## src/rtl/block_bias_scan_pkg.sv

```systemverilog
// Shared definitions for the block exponent-bias scan stage of the fp_add datapath:
// minifloat field geometry, FSM state type and the exponent-to-bias fitting helper.
package block_bias_scan_pkg;

  // Minifloat geometry; the element bus carries 2*SIZE bits.
  localparam int unsigned SIZE     = 8;
  localparam int unsigned NEXP     = 2;
  localparam int unsigned NSIG     = 5;
  localparam int unsigned EXP_BIAS = 2;
  localparam int unsigned FW       = 2 * SIZE;

  // Largest value representable in exp_overflow.
  localparam int unsigned BIAS_MAX = (1 << EXP_BIAS) - 1;

  // Block scan FSM states.
  typedef enum logic [1:0] {
    COLLECT = 2'd0,
    LATCH   = 2'd1,
    DRAIN   = 2'd2
  } state_e;

  // Fit a raw exponent into the bias field: zero-extend when it fits,
  // otherwise saturate to the largest representable offset.
  function automatic logic [EXP_BIAS-1:0] fit_bias(input logic [NEXP-1:0] e);
    logic [EXP_BIAS-1:0] r;
    if (32'(e) > BIAS_MAX) begin
      r = '1;
    end else begin
      r = EXP_BIAS'(e);
    end
    return r;
  endfunction

endpackage

```

## src/rtl/block_buf_ram.sv

```systemverilog
// Block buffer: DEPTH x WIDTH storage with one synchronous write port and
// one asynchronous read port, shaped to map onto distributed RAM.
module block_buf_ram #(
  parameter int unsigned DEPTH = 16,
  parameter int unsigned WIDTH = 16,
  parameter int unsigned AW    = $clog2(DEPTH)
) (
  input  logic             clk,
  input  logic             we,
  input  logic [AW-1:0]    waddr,
  input  logic [WIDTH-1:0] wdata,
  input  logic [AW-1:0]    raddr,
  output logic [WIDTH-1:0] rdata
);

  logic [WIDTH-1:0] mem [DEPTH];

  // Write port: contents are never reset, every slot is rewritten before it is read.
  always_ff @(posedge clk) begin
    if (we) begin
      mem[waddr] <= wdata;
    end
  end

  // Asynchronous read port.
  always_comb begin
    rdata = mem[raddr];
  end

endmodule

```

## src/rtl/block_bias_scan.sv

```systemverilog
// Upstream stage of the exponent-bias normaliser. Collects BLOCK_LEN adder
// results, tracks the smallest non-zero exponent, latches it as the shared
// exp_overflow and then replays the block unchanged.
module block_bias_scan
  import block_bias_scan_pkg::*;
#(
  parameter int unsigned BLOCK_LEN = 16
) (
  input  logic                clk,
  input  logic                rst_n,
  input  logic                in_valid,
  output logic                in_ready,
  input  logic [2*SIZE-1:0]   in_f,
  output logic                out_valid,
  input  logic                out_ready,
  output logic [2*SIZE-1:0]   out_f,
  output logic [EXP_BIAS-1:0] exp_overflow,
  output logic                out_first,
  output logic                out_last
);

  localparam int unsigned   CW       = $clog2(BLOCK_LEN);
  localparam logic [CW-1:0] LAST_IDX = CW'(BLOCK_LEN - 1);

  state_e              state_q,        state_d;
  logic [CW-1:0]       wr_cnt_q,       wr_cnt_d;
  logic [CW-1:0]       rd_cnt_q,       rd_cnt_d;
  logic [NEXP-1:0]     min_exp_q,      min_exp_d;
  logic                any_nz_q,       any_nz_d;
  logic [EXP_BIAS-1:0] exp_overflow_q, exp_overflow_d;
  logic                out_valid_q,    out_valid_d;
  logic [FW-1:0]       out_f_q,        out_f_d;
  logic                out_first_q,    out_first_d;
  logic                out_last_q,     out_last_d;
  logic                in_ready_q,     in_ready_d;

  logic                in_xfer;
  logic                out_xfer;
  logic [NEXP-1:0]     in_exp;
  logic [CW-1:0]       rd_addr;
  logic [FW-1:0]       rd_data;

  // Handshake qualifiers and exponent field extraction.
  always_comb begin
    in_xfer  = in_valid & in_ready_q;
    out_xfer = out_valid_q & out_ready;
    in_exp   = in_f[NEXP+NSIG-1:NSIG];
  end

  // out_f is registered, so the read address looks one element ahead:
  // element 0 while in LATCH, rd_cnt+1 while draining.
  always_comb begin
    rd_addr = (state_q == LATCH) ? '0 : rd_cnt_q + 1'b1;
  end

  block_buf_ram #(
    .DEPTH (BLOCK_LEN),
    .WIDTH (FW),
    .AW    (CW)
  ) u_buf (
    .clk   (clk),
    .we    (in_xfer),
    .waddr (wr_cnt_q),
    .wdata (in_f),
    .raddr (rd_addr),
    .rdata (rd_data)
  );

  // Next-state logic for the collect / latch / drain sequence.
  always_comb begin
    state_d        = state_q;
    wr_cnt_d       = wr_cnt_q;
    rd_cnt_d       = rd_cnt_q;
    min_exp_d      = min_exp_q;
    any_nz_d       = any_nz_q;
    exp_overflow_d = exp_overflow_q;
    out_valid_d    = out_valid_q;
    out_f_d        = out_f_q;
    out_first_d    = out_first_q;
    out_last_d     = out_last_q;
    in_ready_d     = in_ready_q;

    case (state_q)
      COLLECT: begin
        if (in_xfer) begin
          // Zero exponents (zero/subnormal) never lower the minimum.
          if (in_exp != '0) begin
            any_nz_d = 1'b1;
            if (in_exp < min_exp_q) begin
              min_exp_d = in_exp;
            end
          end
          // The write counter parks on the last index; only the drain end clears it.
          if (wr_cnt_q == LAST_IDX) begin
            state_d    = LATCH;
            in_ready_d = 1'b0;
          end else begin
            wr_cnt_d = wr_cnt_q + 1'b1;
          end
        end
      end

      LATCH: begin
        exp_overflow_d = any_nz_q ? fit_bias(min_exp_q) : '0;
        rd_cnt_d       = '0;
        out_valid_d    = 1'b1;
        out_f_d        = rd_data;
        out_first_d    = 1'b1;
        out_last_d     = (LAST_IDX == '0);
        state_d        = DRAIN;
      end

      DRAIN: begin
        if (out_xfer) begin
          if (out_last_q) begin
            out_valid_d = 1'b0;
            out_first_d = 1'b0;
            out_last_d  = 1'b0;
            wr_cnt_d    = '0;
            min_exp_d   = '1;
            any_nz_d    = 1'b0;
            in_ready_d  = 1'b1;
            state_d     = COLLECT;
          end else begin
            rd_cnt_d    = rd_cnt_q + 1'b1;
            out_f_d     = rd_data;
            out_first_d = 1'b0;
            out_last_d  = (rd_cnt_q + 1'b1 == LAST_IDX);
          end
        end
      end

      default: begin
        state_d = COLLECT;
      end
    endcase
  end

  // State and registered outputs; reset abandons any partial block.
  always_ff @(posedge clk or negedge rst_n) begin
    if (!rst_n) begin
      state_q        <= COLLECT;
      wr_cnt_q       <= '0;
      rd_cnt_q       <= '0;
      min_exp_q      <= '1;
      any_nz_q       <= 1'b0;
      exp_overflow_q <= '0;
      out_valid_q    <= 1'b0;
      out_f_q        <= '0;
      out_first_q    <= 1'b0;
      out_last_q     <= 1'b0;
      in_ready_q     <= 1'b1;
    end else begin
      state_q        <= state_d;
      wr_cnt_q       <= wr_cnt_d;
      rd_cnt_q       <= rd_cnt_d;
      min_exp_q      <= min_exp_d;
      any_nz_q       <= any_nz_d;
      exp_overflow_q <= exp_overflow_d;
      out_valid_q    <= out_valid_d;
      out_f_q        <= out_f_d;
      out_first_q    <= out_first_d;
      out_last_q     <= out_last_d;
      in_ready_q     <= in_ready_d;
    end
  end

  // Drive ports from the registered state.
  always_comb begin
    in_ready     = in_ready_q;
    out_valid    = out_valid_q;
    out_f        = out_f_q;
    out_first    = out_first_q;
    out_last     = out_last_q;
    exp_overflow = exp_overflow_q;
  end

endmodule

```

## config.mk

```make
export PLATFORM = sky130hd
export DESIGN_NAME = block_bias_scan
export DESIGN_NICKNAME = d
export VERILOG_FILES = /design/src/rtl/block_bias_scan_pkg.sv /design/src/rtl/block_buf_ram.sv /design/src/rtl/block_bias_scan.sv
export SDC_FILE = /design/constraint.sdc
export NUM_CORES = 1
export LEC_CHECK = 0
export CORE_MARGIN = 1
export CORE_UTILIZATION = 65
export DETAILED_ROUTE_END_ITERATION = 10
export HOLD_SLACK_MARGIN = 0.03
export PLACE_DENSITY = 0.87
export SLEW_MARGIN = 20
export SYNTH_ARGS = -nofsm -noshare
export SYNTH_HDL_FRONTEND = slang
export SYNTH_SLANG_ARGS = --single-unit
```

## constraint.sdc

```tcl
create_clock -name clk -period 6.6 [get_ports clk]
set_clock_uncertainty 0.15 [all_clocks]
set_input_delay 1.32 -clock clk [delete_from_list [all_inputs] [get_ports clk]]
set_output_delay 1.32 -clock clk [all_outputs]
set_load 0.1 [all_outputs]
```

# Word level (Yosys, flattened, before mapping)
# Memory sizes are Yosys's and may differ from the RTL's.
# Cells that the tools add are included.
[totals]
reg_bits = 35
in_bits = 20
ram_bits = 256
output_inout_bits = 22
memories = 1
[classes]
n_lt_le_gt_ge = 1
mux = 42
n_eq_ne = 12
bitwise_logic = 2
n_reduce_logical = 12
add_sub_neg = 2
[mem_list]
columns = ["memory", "words", "word_bits", "read_ports", "rd_ports_with_merged_regs", "write_ports", "line_no", "text"]
rows = [
  ["u_buf.mem", 16, 16, 1, 0, 1, "block_buf_ram.sv:16", "logic [WIDTH-1:0] mem [DEPTH];"],
]
[op_table]
columns = ["op", "n"]
rows = [
  ["16-bit two-way mux", 2],
  ["16-bit one-hot mux with 2 select lines", 1],
  ["4-bit two-way mux", 7],
  ["2-bit two-way mux", 10],
  ["2-bit inequality test (second input constant)", 8],
  ["4-bit one-hot mux with 2 select lines", 2],
  ["5-bit AND reduction", 3],
  ["1-bit two-way mux", 13],
  ["1-bit one-hot mux with 2 select lines", 5],
  ["4-bit by 1-bit adder with 4-bit output (second input constant)", 2],
  ["4-bit == test (second input constant)", 2],
  ["2-bit one-hot mux with 3 select lines", 1],
  ["3-bit AND reduction", 2],
  ["6-bit AND reduction", 1],
  ["2-bit nonzero test", 3],
  ["2-bit one-hot mux with 2 select lines", 1],
  ["4-bit AND reduction", 1],
  ["1-bit bitwise AND", 2],
  ["2-bit by 1-bit == test with 1-bit output (second input constant)", 1],
  ["2-bit == test (second input constant)", 1],
  ["2-bit logical NOT", 1],
  ["2-bit less-than comparator", 1],
  ["2-bit AND reduction", 1],
]

# Depth between registers and ports, before layout
# Gate-level depths: netlist of the first run.
# An unclocked memory read counts as a cell.
[depth]
depth_word = 6
mapped_depth = 9

# By module
# Synthesis of the first run repeated with hierarchy kept, for this count alone.
[hier_totals]
hier_cells = 565
area_unflattened_um2 = 11384.7
[modules_own_cells]
columns = ["module", "n_inst", "area_each_um2", "cells_per_inst"]
rows = [
  ["block_buf_ram", 1, 9721.8, 416],
  ["block_bias_scan", 1, 1662.8, 149],
]

# Worst setup path before layout of the first run
# No wires, ideal clock.
[synth_path]
kind = "in2reg"
startpoint = "input in_valid"
endpoint = "memory u_buf.mem[11][0] (enable)"
slack_ns = 3.804
t_arrival_ns = 2.272
required_time_ns = 6.076
path_stages = 3
setup_ns = 0.374
path_cell_list = "nand2_1 nor3b_1 and2_1"
[synth_via]
elab_chain_len = 3
[synth_lines]
columns = ["item", "line_no", "text"]
rows = [
  ["start: declaration", "block_bias_scan.sv:11", "input logic in_valid,"],
  ["1-bit bitwise AND", "block_bias_scan.sv:45", "in_xfer = in_valid & in_ready_q;"],
  ["1-bit two-way mux", "block_buf_ram.sv:20", "if (we) begin"],
  ["1-bit two-way mux (not written as such)", "block_buf_ram.sv:21", "mem[waddr] <= wdata;"],
  ["end: declaration", "block_buf_ram.sv:16", ""],
]
# No other way between the ends.

# Worst setup path after layout of the first run
[layout_path]
startpoint = "register rd_cnt_q[0]"
endpoint = "register out_f_q[8] (netlist: out_f[8])"
[layout_via]
elab_chain_len = 6
[layout_lines]
columns = ["item", "line_no", "text"]
rows = [
  ["start: declaration", "block_bias_scan.sv:27", "logic [CW-1:0] rd_cnt_q, rd_cnt_d;"],
  ["start signal: assignment", "block_bias_scan.sv:156", "rd_cnt_q <= rd_cnt_d;"],
  ["4-bit by 1-bit adder with 4-bit output *", "block_bias_scan.sv:53", "rd_addr = (state_q == LATCH) ? '0 : rd_cnt_q + 1'b1;"],
  ["4-bit two-way mux *", "block_bias_scan.sv:53", ""],
  ["memory read 16 x 16 bit *", "--", ""],
  ["16-bit two-way mux", "block_bias_scan.sv:115", "if (out_last_q) begin"],
  ["16-bit two-way mux", "block_bias_scan.sv:114", "if (out_xfer) begin"],
  ["16-bit one-hot mux with 2 select lines *", "block_bias_scan.sv:83", "case (state_q)"],
  ["end signal: assignment", "block_bias_scan.sv:161", "out_f_q <= out_f_d;"],
  ["end: declaration", "block_bias_scan.sv:32", "logic [FW-1:0] out_f_q, out_f_d;"],
]
# Every way passes the cells marked *; elsewhere a longest branch is shown, timed or not. The select of a mux whose other input is x is not followed.
# A chain may end at the register's enable or synchronous reset.

==> reports/results.tsv, run 1 <==
metric	value	unit
drt_iter0_drc	926	
cts-root-buf	clkbuf_16	
p_seq_share	40.3	%
grt_max_degree	51	
required	6880	ps
rsz0062_at_grt	false	
grt_pass1_vias	7410	
max-slew-margin-rel	23.2	%
syn_area	11700	sq um
tightest_slew	1150	ps
clock-sinks	291	
vdd_drop_max	0.493	mV
cap_violations	0	
yosysWarnings	0	
routedWlPerCell	27.1	microns
min_period_over_period	61.7	%
cp_max_fo	50	
core	17500	sq um
leakagePower	4.38	nW
power.switching	0.00229	W
cts_made_buffers	29	
drc_errors	0	
clk_pin_slew	60	ps
fin_crit	4070	ps
routed_wirelength	27.5	mm
ctsHoldBuffers	0	
internal-power	0.00386	W
critPathKind	reg2reg	
vias	7228	
antenna_found_initial	0	
clk_path_buf_depth	3	
clock_latency	550	ps
finalHoldViolations	0	
startpoint_type	flip-flop	
syn_inst	734	
drive_above_1_share	11.3	%
p_comb_share	32.9	%
ys_types	55	
fin_nets	795	
syn-num-nets	761	
chipWidth	136	microns
routabilityCongestion	0.847	
row_count	48	
power_density	465	nW/um^2
p_clk_share	26.9	%
ioPinCount	42	
ys_seq_elements	291	
grt.overflow.total	0	
cts.repair.resized	0	
antenna_left	0	
synth.avg_cell_area	16.0	sq um
initial_core_util	67.2	%
portBuffers	41	
grt_use_total	30.9	%
cp.arrival	4350	ps
grt_pass1_wl	41.5	mm
cts-htree-levels	1	
cts_tree	yes	
slew_violations	0	
hold_path.class	reg2reg	
worstSetupEndpointType	flip-flop	
utilization	75.5	%
area_growth	12.4	%
setup_violations	0	
status	complete, no violations	
drt_first_pass_iters	6	
hpwlAfterDp	16.1	mm
ys_seq_area_share	73.0	%
post_cts_buffers	0	
die_area	18600	sq um
finalSetupTns	0	ps
fp.dieH	136	microns
avgViaCountPerCell	7.12	
num_antenna_cells	0	
fmax	246	MHz
switching_share	37.2	%
[routing by layer]
| layer | GRT usage (%) | vias up | wire, microns |
|---|---|---|---|
| li1 | - | 2987 | - |
| met1 | 38.8 | 3541 | 9840 |
| met2 | 51.9 | 579 | 13900 |
| met3 | 5.33 | 121 | 2450 |
| met4 | 15.9 | 0 | 1350 |
| met5 | 0 | - | 0 |
[power by group through the flow]
stage | clock, W | sequential, W | combinational [W]
6_report | 0.00165 | 0.00247 | 0.00202
4_1_cts | 0.00165 | 0.00247 | 0.00199
3_5_place_dp | 0 | 0.00249 | 0.00197
5_1_grt | 0.00173 | 0.00249 | 0.00212
3_3_place_gp | 0 | 0.00247 | 0.00187
2_1_floorplan | 0 | 0.00278 | 0.00115
[flip-flops by register name, indices dropped and copies added (netlist names), 2 cells and up]
register,count
u_buf.mem,256
out_f,16
rd_cnt_q,4
wr_cnt_q,4
exp_overflow,2
min_exp_q,2
state_q,2
[worst paths after layout]
check                                            start                          end  slack, ps  depth (start not counted)
min in group asynchronous                        rst_n      wr_cnt_q[2]$_DFFE_PN0P_        750                          1
min reg2reg                exp_overflow[1]$_DFFE_PN0P_  exp_overflow[1]$_DFFE_PN0P_        350                          2
min                        exp_overflow[1]$_DFFE_PN0P_  exp_overflow[1]$_DFFE_PN0P_        350                          2
max reg2reg                    rd_cnt_q[0]$_DFFE_PN0P_         out_f[8]$_DFFE_PN0P_       2530                          7
max in group asynchronous                        rst_n      rd_cnt_q[0]$_DFFE_PN0P_       4900                          1
max                            rd_cnt_q[0]$_DFFE_PN0P_         out_f[8]$_DFFE_PN0P_       2530                          7
[worst max-delay path, stage by stage (launching register included)]
cell and delay, ps:
dfrtp_4 820, inv_2 500, ha_1 910, clkinv_1 170
buf_4 310, nor2_1 500, a222oi_1 240, o221ai_1 290
[Yosys cell counts, drive strengths merged]
master,count,area share (%)
a21bo,1,0.085
o2111ai,18,1.3
and3,1,0.053
mux2,11,1.1
o221ai,16,1.2
a222oi,7,0.60
clkinv,1,0.032
nand2b,6,0.32
a31o,1,0.075
o21ai,68,2.9
clkbuf,15,0.48
inv,9,0.29
dfstp,3,0.67
nand4,2,0.11
a32o,1,0.085
nor4,3,0.29
ha,7,0.75
and2,15,0.80
o211ai,9,0.58
buf,28,1.7
a221oi,9,0.67
nor2b,1,0.053
a31oi,1,0.11
nand3b,2,0.13
a21oi,5,0.25
or3,2,0.11
a21o,2,0.13
nor3,46,2.0
dfrtp,32,6.8
a2111oi,1,0.075
nand3,22,0.94
and4b,1,0.085
xor2,3,0.29
xnor2,2,0.15
o31ai,2,0.25
nor2,42,1.4
and4,1,0.075
edfxtp,256,65
nor3b,2,0.13
nand2,40,1.3
mux4,23,4.7
mux2i,17,1.4
[cell families (layout without fill, tap and decap cells)]
group / after synthesis / count (layout) / synth area share (%)
xor gates and xnor gates: 5 / 5 / 0.437
and+or+nand+nor: 186 / 186 / 7.77
adders and majority gates: 7 / 7 / 0.746
DFF: 291 / 291 / 73.0
buffers and inverters: 53 / 109 / 2.50
muxes: 51 / 51 / 7.24
AOI/OAI and AO/OA: 141 / 141 / 8.32
[area by class of cell]
class | instances | area (sq um)
Multi-Input combinational cell | 390 | 2910
Sequential cell | 291 | 8570
Clock buffer | 39 | 773
Inverter | 10 | 37.5
Clock inverter | 14 | 186
Fill cell | 916 | 4280
Timing Repair Buffer | 46 | 443
Tap cell | 225 | 282
[through the flow]
stage               hold slack, ps  instance area, sq um  std cells  total power (W)  setup WS (ps)
finish                         355                 13200       1015          0.00614           2530
floorplan                      340                 11700        734          0.00393           3800
detailed placement             337                 12200        962          0.00446           2660
global placement               306                 12200        962          0.00435           2810
CTS                            350                 13200       1015          0.00611           2600
global route                   381                 13200       1015          0.00634           2360
[placed cells by master (no fill, tap or decap), drive strengths merged, types with 8 or more instances in the layout]
cell type      netlist  final
nand3               22     22
and2                15     15
nor3                46     46
o211ai               9      9
mux2i               17     17
inv                  9     10
nand2               40     40
o221ai              16     16
mux2                11     11
dfrtp               32     32
clkdlybuf4s50        0     40
o21ai               68     68
mux4                23     23
edfxtp             256    256
clkbuf              15     39
clkinv               1      8
nor2                42     42
o2111ai             18     18
a221oi               9      9
No activity file was read; power rests on OpenSTA's default activity.
==> run 2, diff against run 1 <==
--- a/config.mk
+++ b/config.mk
@@ -6,10 +6,10 @@
 export NUM_CORES = 1
 export LEC_CHECK = 0
 export CORE_MARGIN = 1
-export CORE_UTILIZATION = 65
+export CORE_UTILIZATION = 61
 export DETAILED_ROUTE_END_ITERATION = 10
 export HOLD_SLACK_MARGIN = 0.03
-export PLACE_DENSITY = 0.87
+export PLACE_DENSITY = 0.83
 export SLEW_MARGIN = 20
 export SYNTH_ARGS = -nofsm -noshare
 export SYNTH_HDL_FRONTEND = slang
==> constraint.sdc (replaced) <==
create_clock -name clk -period 4.2 [get_ports clk]
set_clock_uncertainty 0.15 [all_clocks]
set_input_delay 0.84 -clock clk [delete_from_list [all_inputs] [get_ports clk]]
set_output_delay 0.84 -clock clk [all_outputs]
set_load 0.1 [all_outputs]
==> reports/results.tsv, run 2 (same netlist as run 1, synthesis figures left out) <==
metric	value	unit	change
clock-sinks	291		unchanged
required	4480	ps	was 6880 ps
chipWidth	141	microns	was 136 microns
drive_above_1_share	11.1	%	was 11.3%
vias	7029		was 7,228
ioPinCount	42		unchanged
timing.rr.start	rd_cnt_q[0]$_DFFE_PN0P_		unchanged
busiest_layer	met2		unchanged
fin_nets	798		was 795
num_antenna_cells	0		unchanged
largest_register_ffs	256		unchanged
fp.dieH	141	microns	was 136 microns
grt_pass1_wl	42.2	mm	was 41.5 mm
design_area	13200	sq um	about the same
initial_core_util	62.5	%	was 67.2%
critPathKind	reg2reg		unchanged
grt_pass1_vias	7046		was 7,410
multi_input_area	2900	sq um	was 2910 sq um
fmax	293	MHz	was 246 MHz
switching_share	37.7	%	was 37.2%
finalSetupTns	0	ps	unchanged
worstSetupEndpointType	flip-flop		unchanged
place_area	12300	sq um	was 12,200 sq um
cap_violations	0		unchanged
setup_violations	0		unchanged
min_period_over_period	81.1	%	was 61.7%
internal-power	0.00592	W	was 0.00386 W
startpoint_type	flip-flop		unchanged
routed_wirelength	28.1	mm	was 27.5 mm
fill_cells	1167		was 916
reg2reg_slack	790	ps	was 2530 ps
routedWlPerCell	27.4	microns	was 27.1 microns
mostFrequentLayoutCell	edfxtp_1		unchanged
endpoint	out_f[2]$_DFFE_PN0P_		was out_f[8]$_DFFE_PN0P_
grt_max_degree	58		was 51
p_clk_share	25.1	%	was 26.9%
leakagePower	4.35	nW	was 4.38 nW
final_cell_mix	256 x edfxtp_1, 65 x o21ai_0, 46 x nor3_1, 40 x nor2_1, 40 x clkdlybuf4s50_1		was 256 x edfxtp_1, 65 x o21ai_0, 46 x nor3_1, 40 x clkdlybuf4s50_1
cts_tree	yes		unchanged
cts_made_buffers	28		was 29
grtUsageMet3	5.88	%	was 5.33%
hold_path.class	in2async		was reg2reg
cp_max_fo	41		was 50
portBuffers	41		unchanged
use_met1	37.4	%	was 38.8%
vdd_drop_max	0.403	mV	was 0.493 mV
top_register	u_buf.mem		unchanged
max-slew-margin-rel	25.7	%	was 23.2%
finalHoldViolations	0		unchanged
rsz0062_at_grt	false		unchanged
grt.overflow.total	0		unchanged
cp.arrival	3690	ps	was 4350 ps
antenna_left	0		unchanged
die_area	19800	sq um	was 18,600 sq um
startpoint	rd_cnt_q[0]$_DFFE_PN0P_		unchanged
power_density	722	nW/um^2	was 465 nW/um^2
drt_iter0_drc	873		was 926
cts-root-buf	clkbuf_16		unchanged
grt_use_total	29.2	%	was 30.9%
seq_area	8570	sq um	unchanged
use_met2	48.4	%	was 51.9%
core	18800	sq um	was 17,500 sq um
reg2reg_to	out_f[2]$_DFFE_PN0P_		was out_f[8]$_DFFE_PN0P_
avgViaCountPerCell	6.85		was 7.12
routabilityCongestion	0.947		was 0.847
ctsHoldBuffers	0		unchanged
fin_crit	3410	ps	was 4070 ps
antenna_found_initial	1		was 0
status	complete, no violations		unchanged
row_count	50		was 48
drc_errors	0		unchanged
clk_path_buf_depth	3		unchanged
r2r_cells	6		was 7
tightest_slew	1110	ps	was 1150 ps
drt_first_pass_iters	6		unchanged
cts.repair.resized	0		unchanged
p_comb_share	34.3	%	was 32.9%
post_cts_buffers	0		unchanged
hpwlAfterDp	17.6	mm	was 16.1 mm
power.switching	0.00358	W	was 0.00229 W
area_growth	12.0	%	was 12.4%
p_seq_share	40.6	%	was 40.3%
clock_latency	540	ps	was 550 ps
cts-htree-levels	1		unchanged
clk_pin_slew	70	ps	was 60 ps
slew_violations	0		unchanged
run 2: layer usage:
metal / vias to the layer above / wire (microns) / part of all wire (%)
li1: 2988 / - / -
met4: 0 / 1260 / 4.5
met5: - / 0 / 0
met3: 87 / 2530 / 9.0
met1: 3509 / 10400 / 37
met2: 445 / 13900 / 50
run 2: how the worst min path moves through the flow:
stage,from,endpoint,slack (ps),cells past startpoint
CTS,rst_n,out_first$_DFFE_PN0P_,270,1
detailed placement,exp_overflow[1]$_DFFE_PN0P_,exp_overflow[1]$_DFFE_PN0P_,310,2
global placement,exp_overflow[0]$_DFFE_PN0P_,exp_overflow[0]$_DFFE_PN0P_,300,2
floorplan,min_exp_q[1]$_DFFE_PN1P_,exp_overflow[1]$_DFFE_PN0P_,340,2
finish,rst_n,exp_overflow[0]$_DFFE_PN0P_,250,1
global route,rst_n,state_q[1]$_DFFE_PN0P_,310,1
run 2: stage by stage:
| stage | utilization [%] | total power [W] | hold slack (ps) | cells | worst slack [ps] |
|---|---|---|---|---|---|
| 2_1_floorplan | - | 0.00618 | 340 | 734 | 1730 |
| 3_3_place_gp | 65.4 | 0.00697 | 302 | 975 | 938 |
| 3_5_place_dp | 65.4 | 0.00709 | 312 | 975 | 808 |
| 4_1_cts | 70.1 | 0.00944 | 267 | 1026 | 861 |
| 5_1_grt | 70.1 | 0.00979 | 311 | 1026 | 678 |
| 6_report | 70.1 | 0.00950 | 252 | 1026 | 792 |
run 2: critical path, cell delays in order, from the launching register on:
cell	delay, ps
dfrtp_4	680
ha_1	400
xnor2_1	920
nor2_1	330
o21ai_0	220
nand3_1	240
o221ai_1	340
run 2: power by group through the flow:
stage / Combinational [W] / Clock, W / Sequential, W
2_1_floorplan: 0.00181 / 0 / 0.00437
3_3_place_gp: 0.00310 / 0 / 0.00387
3_5_place_dp: 0.00319 / 0 / 0.00390
4_1_cts: 0.00322 / 0.00238 / 0.00384
5_1_grt: 0.00342 / 0.00249 / 0.00388
6_report: 0.00326 / 0.00238 / 0.00386
run 2: layout make-up:
| type | instances | share of cell area [%] |
|---|---|---|
| sequential | 291 | 65.2 |
| multi-input combinational | 390 | 22.0 |
| clock buffer | 41 | 6.01 |
| timing repair buffer | 50 | 3.69 |
| tap | 234 | 2.23 |
| clock inverter | 10 | 0.580 |
| inverter | 10 | 0.285 |
